## src/rtl/mul4_pkg.sv

```systemverilog
// Shared definitions for the sequential 4x4 shift-and-add multiplier controller:
// FSM state encoding, ALU control encodings and the operand-B select helper.
package mul4_pkg;

    localparam int OP_W = 4;
    localparam int ITER = 4;

    // Last iteration index; the counter stops here instead of wrapping.
    localparam logic [1:0] CNT_LAST = 2'(ITER - 1);

    localparam logic [1:0] ALUOP_ADD = 2'b10;
    localparam logic [1:0] ALUOP_NOP = 2'b00;
    localparam logic       L_ARITH   = 1'b0;

    typedef enum logic [1:0] {
        S_IDLE  = 2'd0,
        S_ADD   = 2'd1,
        S_SHIFT = 2'd2,
        S_DONE  = 2'd3
    } state_t;

    // Partial-product operand: the multiplicand when the current multiplier bit is set.
    function automatic logic [OP_W-1:0] alu_b_sel(input logic lsb, input logic [OP_W-1:0] x);
        logic [OP_W-1:0] res;
        if (lsb) begin
            res = x;
        end else begin
            res = {OP_W{1'b0}};
        end
        return res;
    endfunction

endpackage

```

## src/rtl/mul4_seq_ctrl.sv

```systemverilog
// Sequential unsigned 4x4->8 multiplier that borrows an external 4-bit ALU as
// its adder. {C,HI,LO} form a 9-bit accumulator/multiplier register pair that
// is added into (HI) and shifted right once per multiplier bit.
// All outputs, including the ALU controls, are registered: the ALU controls are
// computed from the next state so they are valid throughout each ADD cycle.
module mul4_seq_ctrl
    import mul4_pkg::*;
#(
    parameter int N_BITS = 4
) (
    input  logic                clk,
    input  logic                reset,
    input  logic                start,
    input  logic [N_BITS-1:0]   op_x,
    input  logic [N_BITS-1:0]   op_y,
    output logic                busy,
    output logic                done,
    output logic [2*N_BITS-1:0] product,
    output logic [N_BITS-1:0]   alu_a,
    output logic [N_BITS-1:0]   alu_b,
    output logic [1:0]          alu_op,
    output logic                alu_l,
    output logic                alu_cin,
    input  logic [N_BITS-1:0]   alu_r,
    input  logic                alu_cout
);

    state_t              state_q, state_d;
    logic [N_BITS-1:0]   x_q, x_d;
    logic [N_BITS-1:0]   hi_q, hi_d;
    logic [N_BITS-1:0]   lo_q, lo_d;
    logic                c_q, c_d;
    logic [1:0]          cnt_q, cnt_d;
    logic [2*N_BITS-1:0] product_q, product_d;
    logic                busy_q, busy_d;
    logic                done_q, done_d;
    logic [N_BITS-1:0]   alu_a_q, alu_a_d;
    logic [N_BITS-1:0]   alu_b_q, alu_b_d;
    logic [1:0]          alu_op_q, alu_op_d;
    logic                alu_l_q, alu_l_d;
    logic                alu_cin_q, alu_cin_d;

    // Next-state, datapath update and registered-output precomputation.
    always_comb begin
        state_d   = state_q;
        x_d       = x_q;
        hi_d      = hi_q;
        lo_d      = lo_q;
        c_d       = c_q;
        cnt_d     = cnt_q;
        product_d = product_q;

        case (state_q)
            S_IDLE: begin
                if (start) begin
                    state_d = S_ADD;
                    x_d     = op_x;
                    hi_d    = {N_BITS{1'b0}};
                    lo_d    = op_y;
                    c_d     = 1'b0;
                    cnt_d   = 2'd0;
                end else begin
                    state_d = S_IDLE;
                end
            end
            S_ADD: begin
                // Carry out is kept in C so the 5-bit partial sum is preserved.
                hi_d    = alu_r;
                c_d     = alu_cout;
                state_d = S_SHIFT;
            end
            S_SHIFT: begin
                {c_d, hi_d, lo_d} = {1'b0, c_q, hi_q, lo_q[N_BITS-1:1]};
                if (cnt_q == CNT_LAST) begin
                    cnt_d   = cnt_q;
                    state_d = S_DONE;
                end else begin
                    cnt_d   = cnt_q + 2'd1;
                    state_d = S_ADD;
                end
            end
            S_DONE: begin
                product_d = {hi_q, lo_q};
                state_d   = S_IDLE;
            end
            default: begin
                state_d = S_IDLE;
            end
        endcase

        // ALU controls for the upcoming cycle: only an ADD cycle uses the ALU.
        alu_l_d   = L_ARITH;
        alu_cin_d = 1'b0;
        if (state_d == S_ADD) begin
            alu_a_d  = hi_d;
            alu_b_d  = alu_b_sel(lo_d[0], x_d);
            alu_op_d = ALUOP_ADD;
        end else begin
            alu_a_d  = {N_BITS{1'b0}};
            alu_b_d  = {N_BITS{1'b0}};
            alu_op_d = ALUOP_NOP;
        end

        busy_d = (state_d != S_IDLE);
        done_d = (state_d == S_DONE);
    end

    // State, datapath and output registers; reset aborts any operation in flight.
    always_ff @(posedge clk or posedge reset) begin
        if (reset) begin
            state_q   <= S_IDLE;
            x_q       <= {N_BITS{1'b0}};
            hi_q      <= {N_BITS{1'b0}};
            lo_q      <= {N_BITS{1'b0}};
            c_q       <= 1'b0;
            cnt_q     <= 2'd0;
            product_q <= {(2*N_BITS){1'b0}};
            busy_q    <= 1'b0;
            done_q    <= 1'b0;
            alu_a_q   <= {N_BITS{1'b0}};
            alu_b_q   <= {N_BITS{1'b0}};
            alu_op_q  <= ALUOP_NOP;
            alu_l_q   <= L_ARITH;
            alu_cin_q <= 1'b0;
        end else begin
            state_q   <= state_d;
            x_q       <= x_d;
            hi_q      <= hi_d;
            lo_q      <= lo_d;
            c_q       <= c_d;
            cnt_q     <= cnt_d;
            product_q <= product_d;
            busy_q    <= busy_d;
            done_q    <= done_d;
            alu_a_q   <= alu_a_d;
            alu_b_q   <= alu_b_d;
            alu_op_q  <= alu_op_d;
            alu_l_q   <= alu_l_d;
            alu_cin_q <= alu_cin_d;
        end
    end

    assign busy    = busy_q;
    assign done    = done_q;
    assign product = product_q;
    assign alu_a   = alu_a_q;
    assign alu_b   = alu_b_q;
    assign alu_op  = alu_op_q;
    assign alu_l   = alu_l_q;
    assign alu_cin = alu_cin_q;

endmodule

```

## config.mk

```make
export PLATFORM = sky130hd
export DESIGN_NAME = mul4_seq_ctrl
export DESIGN_NICKNAME = d
export VERILOG_FILES = /design/src/rtl/mul4_pkg.sv /design/src/rtl/mul4_seq_ctrl.sv
export SDC_FILE = /design/constraint.sdc
export NUM_CORES = 1
export LEC_CHECK = 0
export BUFFER_PORTS_ARGS = -buffer_cell sky130_fd_sc_hd__buf_4
export CORE_ASPECT_RATIO = 0.75
export CORE_UTILIZATION = 40
export CTS_CLUSTER_DIAMETER = 60
export DETAILED_ROUTE_END_ITERATION = 6
export SYNTH_ARGS = -nofsm -noshare
export SYNTH_HDL_FRONTEND = slang
export SYNTH_SLANG_ARGS = --single-unit
```

## constraint.sdc

```tcl
create_clock -name clk -period 3.9 [get_ports clk]
set_clock_uncertainty 0.15 [all_clocks]
set_input_delay 0.195 -clock clk [delete_from_list [all_inputs] [get_ports clk]]
set_output_delay 0.195 -clock clk [all_outputs]
set_load 0.01 [all_outputs]
```

Word level (Yosys, flattened, before mapping) --
Cells that the tools add are included.
Storage, ports and cells: register bits after elaboration 37, input port bits 16, output and inout bits 22, word-level logic and storage cells 47
Operators by class: add/subtract/negate cells 1, eq/ne operators 8, multiplexer cells 18, reductions and logical operators 7
Operators by type and width (count):
- $mux W4 | 7
- $pmux W4 S3 | 1
- $eq A2 B2 Y1 const B | 4
- $mux W2 | 4
- $pmux W2 S4 | 1
- $pmux W4 S2 | 1
- $eq A2 B1 Y1 const B | 2
- $ne A2 B2 Y1 const B | 2
- $pmux W2 S2 | 1
- $reduce_and A2 Y1 | 2
- $reduce_bool A2 Y1 | 2
- $pmux W1 S3 | 1
- $reduce_and A3 Y1 | 1
- $reduce_bool A3 Y1 | 1
- $add A2 B1 Y2 const B | 1
- $logic_not A2 Y1 | 1
- $mux W1 | 2

Logic depth before layout (Yosys ltp) --
Gate-level depths: netlist (run 1).
depth after elaboration 5, depth in mapped cells 5, mapped depth without buffers 4

Worst setup path after synthesis (run 1) --
OpenSTA, ideal clock, no wires.
path type flip-flop to flip-flop, from register state_q[0], to register alu_b_q[0] (netlist: alu_b[0]), library setup time 0.142 ns, arrival 1.240 ns, required time 3.608 ns, slack 2.368 ns, cell stages (with the launch flop) 5, buffers on the path 1, clock period less this slack 1.532 ns, path through dfrtp_1 buf_6 nor3b_4 mux2_4 nor4b_2
On the way: cells in the longest elaborated chain, start to end 4, elaborated cells between the ends (all ways) 10, classes of those cells 4 x eq/ne; 5 x mux; 1 x reduce/logical
Ends and longest elaborated chain:
- start, declared | line mul4_seq_ctrl.sv:28 | state_t state_q, state_d;
- start signal, assigned | line mul4_seq_ctrl.sv:126 | state_q <= state_d;
- $logic_not A2 Y1 | line mul4_seq_ctrl.sv:53 | case (state_q)
- $mux W4 | line mul4_seq_ctrl.sv:53
- net x_d[0] | line mul4_seq_ctrl.sv:29 | logic [N_BITS-1:0] x_q, x_d;
- $mux W4 | line mul4_pkg.sv:25 | if (lsb) begin
- $mux W4 | line mul4_seq_ctrl.sv:94 | if (state_d == S_ADD) begin
- net alu_b_d[0] | line mul4_seq_ctrl.sv:38 | logic [N_BITS-1:0] alu_b_q, alu_b_d;
- end signal, assigned | line mul4_seq_ctrl.sv:121 | alu_b_q <= {N_BITS{1'b0}};
- end signal, assigned | line mul4_seq_ctrl.sv:136 | alu_b_q <= alu_b_d;
- end, declared | line mul4_seq_ctrl.sv:38
The timed path passes the listed nets, and every way through them passes these cells. A chain may end at the register's enable or synchronous reset.

Worst setup path after layout (run 1) --
from register state_q[1], to register alu_b_q[1] (netlist: alu_b[1])
Same word-level chain as after synthesis.

==> results by group, run 1 <==
Drt
  • WL/cell: 15.2 microns
  • Vias/cell: 4.91
  • Routed Antenna Nets: 0
  • Final WL: 3130 microns
  • DRC viols: 0
  • DRT Pass-1 Iters: 4
  • Initial DRC count: 25
  • Total number of vias: 1011

Logic synthesis
  • Synth Flop Type: dfrtp_1
  • Synth top cells by count: dfrtp_1, mux2_2, nor2b_1
  • Leading area contributor after synthesis: dfrtp_1
  • Synthesized area: 1580 sq um
  • Most frequent cell after synthesis: dfrtp_1
  • Post-synth ARST share: 100%
  • Most area-consuming cells after synthesis: dfrtp_1, mux2_2, mux4_2
  • Synth Warn #: 0
  • FF+latch count, synth: 36
  • Sequential element share of the synthesized area: 57.1%
  • Synth cell types: 32
  • Synthesized area per cell: 13.8 sq um
  • Synthesized instance count: 114
  • Number of synthesized flops with an enable pin: 0
  • Yosys top cell area share: 57.1%

Power
  • Psw: 0.000536 W
  • Leakage power: 0.935 nW
  • Flop pwr share: 43.8%
  • P_int: 0.00102 W
  • PwrDens: 790 nW/um^2
  • Clock power share: 17.0%
  • Sw frac: 34.4%
  • Max VDD drop: 0.357 mV
  • Gate power share: 39.1%

Clock network
  • CTS Sinks: 36
  • Clock tree buffer depth: 2
  • Clk Tree Root Cell: clkbuf_8
  • Clock transition at the registers of the reported paths: 0.07 ns
  • CTS tree: yes
  • Skew-Pair Late Insertion Delay: 0.28 ns
  • Cts bufs inserted: 5
  • Htree depth: 2

Die
  • Die footprint: 4200 sq um
  • Row cnt: 19
  • Die height: 56.4 microns
  • Die W: 74.5 microns
  • IO Pins: 38
  • CORE AREA: 3710 sq um
  • Starting Density: 42.5%

Worst setup path
  • WP data arrival: 1.90 ns
  • Worst setup EP type: flip-flop
  • Critical Path Start Type: flip-flop
  • CP Data Required Time: 3.89 ns
  • Critical path type: reg2reg
  • Critical path fanouts, max: 22

STA
  • Setup violators final: 0
  • Max-slew violations: 0
  • Crit path time final: 1.92 ns
  • Peak Freq: 0.522 GHz
  • RSZ-0062 raised after global routing: false
  • Setup Total Neg Slack: 0 ns
  • Worst slew margin relative to its limit: 49.2%
  • Final hold viol count: 0
  • Worst Max-Slew Pin Slew: 0.763 ns
  • Final worst-path cycle share: 49.2%

Global routing
  • Pin count of the biggest net entering global routing: 37
  • Initial antenna violation count: 0
  • First-pass GRT wire length: 5300 microns
  • Vias in the first global route: 1050
  • Total gr overflow: 0
  • GRT Util Overall: 17.4%

Outcome
  • Status: completed

Layout
  • Layout net count: 170
  • Area grow syn2layout: 24.9%
  • # diodes: 0
  • Layout cells sized above 1: 42.2%
  • Post-route insts no fill: 206

Worst hold path
  • HP Class: in2reg

Job
  • Max Cap Viol: 0

Place
  • PortBufs: 34
  • Post-Place Cells: 195
  • Final Wtd Congestion: 0.740
  • Post-DP HPWL: 2200 microns
-- layer usage --
layer	global-route usage (%)	share of wire, %	vias up
met4	6.47	1.6	0
met2	25.4	45	30
met5	0	0	-
li1	-	-	473
met3	5.57	5.9	7
met1	24.1	48	501
-- worst max-delay path, cell delays in order (launching register included) --
cell     delay, ns
dfrtp_1       0.66
nor3b_4       0.45
mux2_4        0.35
nor4b_2       0.16
-- cells in the final DEF (no fill, tap or decap), types with 3 or more instances in the layout --
master and n:
a22o_1 3, a22oi_1 3, dfrtp_1 36, buf_4 35
o21ai_0 3, nor2b_1 7, conb_1 3, inv_1 4
and2_1 5, nor4b_2 3, nor2_1 4, nand2_1 4
mux2_2 8, mux2_4 3, clkbuf_8 6, dlygate4sd3_1 3
mux4_2 4
-- layout make-up --
class                   instances  area (sq um)
inverters                       6          22.5
repair buffers                 38           293
multi-input cells              66           598
fillers                       342          1740
well taps                      52          65.1
flip-flops and latches         36           901
clock buffers                   8          90.1
-- registers in the layout, summed over array words and instances, names as in the netlist --
signal	count
product	8
alu_a	4
alu_b	4
hi_q	4
lo_q	4
x_q	4
cnt_q	2
state_q	2
alu_op	1
busy	1
c_q	1
done	1
-- path summary, 6_finish.rpt --
path / end / from / slack [ns] / cells past startpoint
max in group asynchronous: lo_q[2]$_DFFE_PP0P_ / reset / 2.86 / 4
worst max-delay path: alu_b[1]$_DFF_PP0_ / state_q[1]$_DFF_PP0_ / 1.98 / 3
min in group asynchronous: alu_a[0]$_DFF_PP0_ / reset / 0.43 / 4
worst max register to register: alu_b[1]$_DFF_PP0_ / state_q[1]$_DFF_PP0_ / 1.98 / 3
worst min register to register: product[1]$_DFFE_PP0N_ / product[1]$_DFFE_PP0N_ / 0.34 / 2
worst min-delay path: x_q[2]$_DFF_PP0_ / op_x[2] / 0.01 / 3
-- power groups by stage --
stage | logic (W) | registers [W] | clock network, W
4_1_cts | 0.000615 | 0.000682 | 0.000272
2_1_floorplan | 0.000444 | 0.000648 | 0
5_1_grt | 0.000669 | 0.000705 | 0.000296
6_report | 0.000609 | 0.000682 | 0.000265
3_3_place_gp | 0.000588 | 0.000677 | 0
3_5_place_dp | 0.000609 | 0.000689 | 0
-- kinds of logic after synthesis --
| group | count (synthesis) | synth area share (%) |
|---|---|---|
| DFF | 36 | 57.1 |
| and+or+nand+nor | 27 | 12.1 |
| muxes | 16 | 14.9 |
| buffers and inverters | 14 | 5.40 |
| AOI/OAI and AO/OA | 19 | 9.37 |
| adders and majority gates | 1 | 0.794 |
| other | 1 | 0.238 |
-- what timing repair did --
action,4_1_cts,5_1_grt
buffers inserted,0,0
hold buffers,3,0
gates resized for setup,0,0
hold endpoints to repair,38,0
-- stage by stage --
| step | hold WS [ns] | util, % | instance area [sq um] | worst slack [ns] | total power (W) |
|---|---|---|---|---|---|
| finish | 0.0136 | 53.1 | 1970 | 1.98 | 0.00156 |
| global route | 0.0102 | 53.1 | 1970 | 1.82 | 0.00167 |
| CTS | 0.00981 | 53.1 | 1970 | 1.97 | 0.00157 |
| detailed placement | 0.182 | 49.9 | 1850 | 1.97 | 0.00130 |
| global placement | 0.175 | 49.9 | 1850 | 2.04 | 0.00127 |
| floorplan | 0.199 | - | 1580 | 2.37 | 0.00109 |
(Power assumes the default switching activity.)
==> inputs of run 2 (changes only) <==
--- a/config.mk
+++ b/config.mk
@@ -5,6 +5,7 @@
 export SDC_FILE = /design/constraint.sdc
 export NUM_CORES = 1
 export LEC_CHECK = 0
+export ABC_AREA = 1
 export BUFFER_PORTS_ARGS = -buffer_cell sky130_fd_sc_hd__buf_4
 export CORE_ASPECT_RATIO = 0.75
 export CORE_UTILIZATION = 40
==> constraint.sdc (replaced) <==
create_clock -name clk -period 1.8 [get_ports clk]
set_clock_uncertainty 0.15 [all_clocks]
set_input_delay 0.09 -clock clk [delete_from_list [all_inputs] [get_ports clk]]
set_output_delay 0.09 -clock clk [all_outputs]
set_load 0.01 [all_outputs]
==> results by group, run 2 <==
Outcome
  • Status: completed (unchanged)

Drt
  • Initial DRC count: 80 (was 25)
  • DRT Pass-1 Iters: 5 (was 4)
  • WL/cell: 11.5 microns (was 15.2 microns)
  • Final WL: 3040 microns (was 3130 microns)
  • Vias/cell: 4.43 (was 4.91)
  • DRC viols: 0 (unchanged)
  • Routed Antenna Nets: 0 (unchanged)
  • Total number of vias: 1174 (was 1011)

Worst setup path
  • Worst setup EP type: flip-flop (unchanged)
  • Largest delay contributor family on the critical path: flip-flops (unchanged)
  • Critical path cell sequence: inv_1 -> nand2_1 -> nor2_2 -> nor2_2 -> inv_2 -> nand2_1 -> nand2_1 (was nor3b_4 -> mux2_4 -> nor4b_2)
  • Reg2reg setup slack: 0.20 ns (was 1.98 ns)
  • Instance count on the critical path: 7 (was 3)
  • Worst R2R End: cnt_q[1]$_DFFE_PP0P_ (was alu_b[1]$_DFF_PP0_)
  • CP max-delay cell: dfrtp_1 (unchanged)
  • R2R Path Start: state_q[0]$_DFF_PP0_ (was state_q[1]$_DFF_PP0_)
  • Critical Path Start Type: flip-flop (unchanged)
  • Critical path type: reg2reg (unchanged)
  • Critical Path Start: state_q[0]$_DFF_PP0_ (was state_q[1]$_DFF_PP0_)
  • Crit path buf inv count: 2 (was 0)
  • Reg2Reg Depth: 7 (was 3)
  • CP Data Required Time: 1.83 ns (was 3.89 ns)
  • Crit path to: cnt_q[1]$_DFFE_PP0P_ (was alu_b[1]$_DFF_PP0_)
  • Critical path fanouts, max: 11 (was 22)
  • WP data arrival: 1.63 ns (was 1.90 ns)
  • Max incr delay on CP: 0.55 ns (was 0.66 ns)
  • Crit-path most repeated cell: nand2_1

STA
  • Setup violators final: 0 (unchanged)
  • Min Hold Slack: 0.0129 ns (was 0.0136 ns)
  • Max-slew violations: 0 (unchanged)
  • Final worst-path cycle share: 89.0% (was 49.2%)
  • Setup Total Neg Slack: 0 ns (unchanged)
  • Peak Freq: 0.624 GHz (was 0.522 GHz)
  • Final hold viol count: 0 (unchanged)
  • RSZ-0062 raised after global routing: false (unchanged)
  • Crit path time final: 1.60 ns (was 1.92 ns)

Layout
  • Max FFs per register: 8 (unchanged)
  • Post-route insts no fill: 265 (was 206)
  • Area grow syn2layout: 34.3% (was 24.9%)
  • FF/Latch Area: 901 sq um (unchanged)
  • Layout fillers: 313 (was 342)
  • Commonest cells after routing, fill and taps aside: nand2_1, dfrtp_1, buf_4 (was dfrtp_1, buf_4, mux2_2)
  • Layout cells sized above 1: 22.3% (was 42.2%)
  • Final core occ: 58.1% (was 53.1%)
  • # diodes: 0 (unchanged)
  • Area of the multi-input gates: 433 sq um (was 598 sq um)
  • Commonest non-fill, non-tap cell in the layout: nand2_1 (was dfrtp_1)
  • Layout net count: 231 (was 170)

Global routing
  • Total gr overflow: 0 (unchanged)
  • Pin count of the biggest net entering global routing: 37 (unchanged)
  • Initial antenna violation count: 0 (unchanged)
  • GRT Util Overall: 17.5% (was 17.4%)
  • First-pass GRT wire length: 4770 microns (was 5300 microns)
  • Vias in the first global route: 1062 (was 1050)

Logic synthesis
  • Synth Flop Type: dfrtp_1 (unchanged)
  • Synth cell types: 18 (was 32)
  • Synthesized area per cell: 9.02 sq um (was 13.8 sq um)
  • Post-synth ARST share: 100% (unchanged)
  • Leading area contributor after synthesis: dfrtp_1 (unchanged)
  • Synthesized area: 1470 sq um (was 1580 sq um)
  • Number of synthesized flops with an enable pin: 0 (unchanged)
  • Synth top cells by count: nand2_1, dfrtp_1, inv_1 (was dfrtp_1, mux2_2, nor2b_1)
  • Yosys top cell area share: 61.3% (was 57.1%)
  • Sequential element share of the synthesized area: 61.3% (was 57.1%)
  • Synth Warn #: 0 (unchanged)
  • Most frequent cell after synthesis: nand2_1 (was dfrtp_1)
  • FF+latch count, synth: 36 (unchanged)
  • Synthesized instance count: 163 (was 114)
  • Most area-consuming cells after synthesis: dfrtp_1, nand2_1, inv_1 (was dfrtp_1, mux2_2, mux4_2)

Clock network
  • CTS Sinks: 36 (unchanged)
  • Cts bufs inserted: 5 (unchanged)
  • Skew-Pair Late Insertion Delay: 0.29 ns (was 0.28 ns)
  • CTS tree: yes (unchanged)
  • Htree depth: 2 (unchanged)
  • Clock transition at the registers of the reported paths: 0.07 ns (about the same)
  • Clock tree buffer depth: 2 (unchanged)
  • CTS resizes: 0 (unchanged)
  • Clk Tree Root Cell: clkbuf_8 (unchanged)

Power
  • Max VDD drop: 0.797 mV (was 0.357 mV)
  • Leakage power: 1.08 nW (was 0.935 nW)
  • Power, Total: 0.00311 W (was 0.00156 W)
  • PwrDens: 1570 nW/um^2 (was 790 nW/um^2)

Die
  • Row cnt: 18 (was 19)
  • Starting Density: 43.2% (was 42.5%)
  • CORE AREA: 3400 sq um (was 3710 sq um)
  • Die footprint: 3920 sq um (was 4200 sq um)
  • IO Pins: 38 (unchanged)
  • Die W: 72.0 microns (was 74.5 microns)
  • Die height: 54.5 microns (was 56.4 microns)

Place
  • Final Wtd Congestion: 0.754 (was 0.740)
  • Post-DP HPWL: 2070 microns (was 2200 microns)
  • PortBufs: 34 (unchanged)
  • Post-Place Cells: 245 (was 195)

Job
  • Max Cap Viol: 0 (unchanged)

Worst hold path
  • HP Class: in2reg (unchanged)
  • Hold Crit Start: op_y[0] (was op_x[2])
run 2: changes by cell type after synthesis, sizes merged, moves of 7 or more:
cell	previous run	this run
inv	6	28
mux2	11	0
nand2	4	52
nand3	0	14
nor2b	7	0
o21ai	3	12
run 2: worst min-delay path, stage by stage:
cell     delay (ns)
buf_4          0.07
inv_1          0.03
nand2_1        0.05
nand3_1        0.06
nand2_1        0.10
run 2: report_power, final:
part | switching, W | total (W) | internal (W)
clock network | 0.000273 | 0.000585 | 0.000312
logic | 0.000682 | 0.00117 | 0.000485
registers | 0.000199 | 0.00135 | 0.00116
total | 0.00115 | 0.00311 | 0.00195
run 2: per-stage QoR:
step / setup slack, ns / instance area, sq um
floorplan: 0.496 / 1480
global placement: 0.272 / 1760
detailed placement: 0.203 / 1760
CTS: 0.194 / 1970
global route: 0.0861 / 1970
finish: 0.197 / 1970
run 2: final cells by class:
cell class / count / share of cell area (%)
multi-input cells: 96 / 21.9
clock buffers: 8 / 4.56
inverters: 28 / 5.32
repair buffers: 47 / 19.4
well taps: 50 / 3.17
flip-flops and latches: 36 / 45.6
run 2: metal layers:
layer | GRT usage, % | vias to the layer above | wire length [microns]
met3 | 5.89 | 7 | 179
li1 | - | 597 | -
met1 | 21.8 | 536 | 1490
met5 | 0 | - | 0
met4 | 9.80 | 0 | 66
met2 | 27.2 | 34 | 1310
run 2: timing repair:
item | in CTS | in global routing
hold buffers | 12 | 0
buffers inserted | 0 | 0
endpoints found under the hold margin | 51 | 0
run 2: how the worst min path moves through the flow:
stage / endpoint / slack (ns) / cells after the start
finish: lo_q[0]$_DFF_PP0_ / 0.01 / 5
global route: state_q[0]$_DFF_PP0_ / 0.04 / 3
CTS: lo_q[0]$_DFF_PP0_ / 0.01 / 5
detailed placement: product[2]$_DFFE_PP0N_ / 0.08 / 3
global placement: x_q[1]$_DFF_PP0_ / 0.07 / 3
floorplan: lo_q[3]$_DFFE_PP0P_ / 0.06 / 2
run 2: kinds of logic (layout without fill, tap and decap cells):
group,after synthesis,count (layout),synth area share (%)
AO/OA/AOI/OAI,18,18,6.72
flip-flops,36,36,61.3
adder cells (fa/ha/maj),1,1,0.851
other,1,3,0.255
buffers and inverters,33,83,9.79
AND/OR/NAND/NOR,74,74,21.1
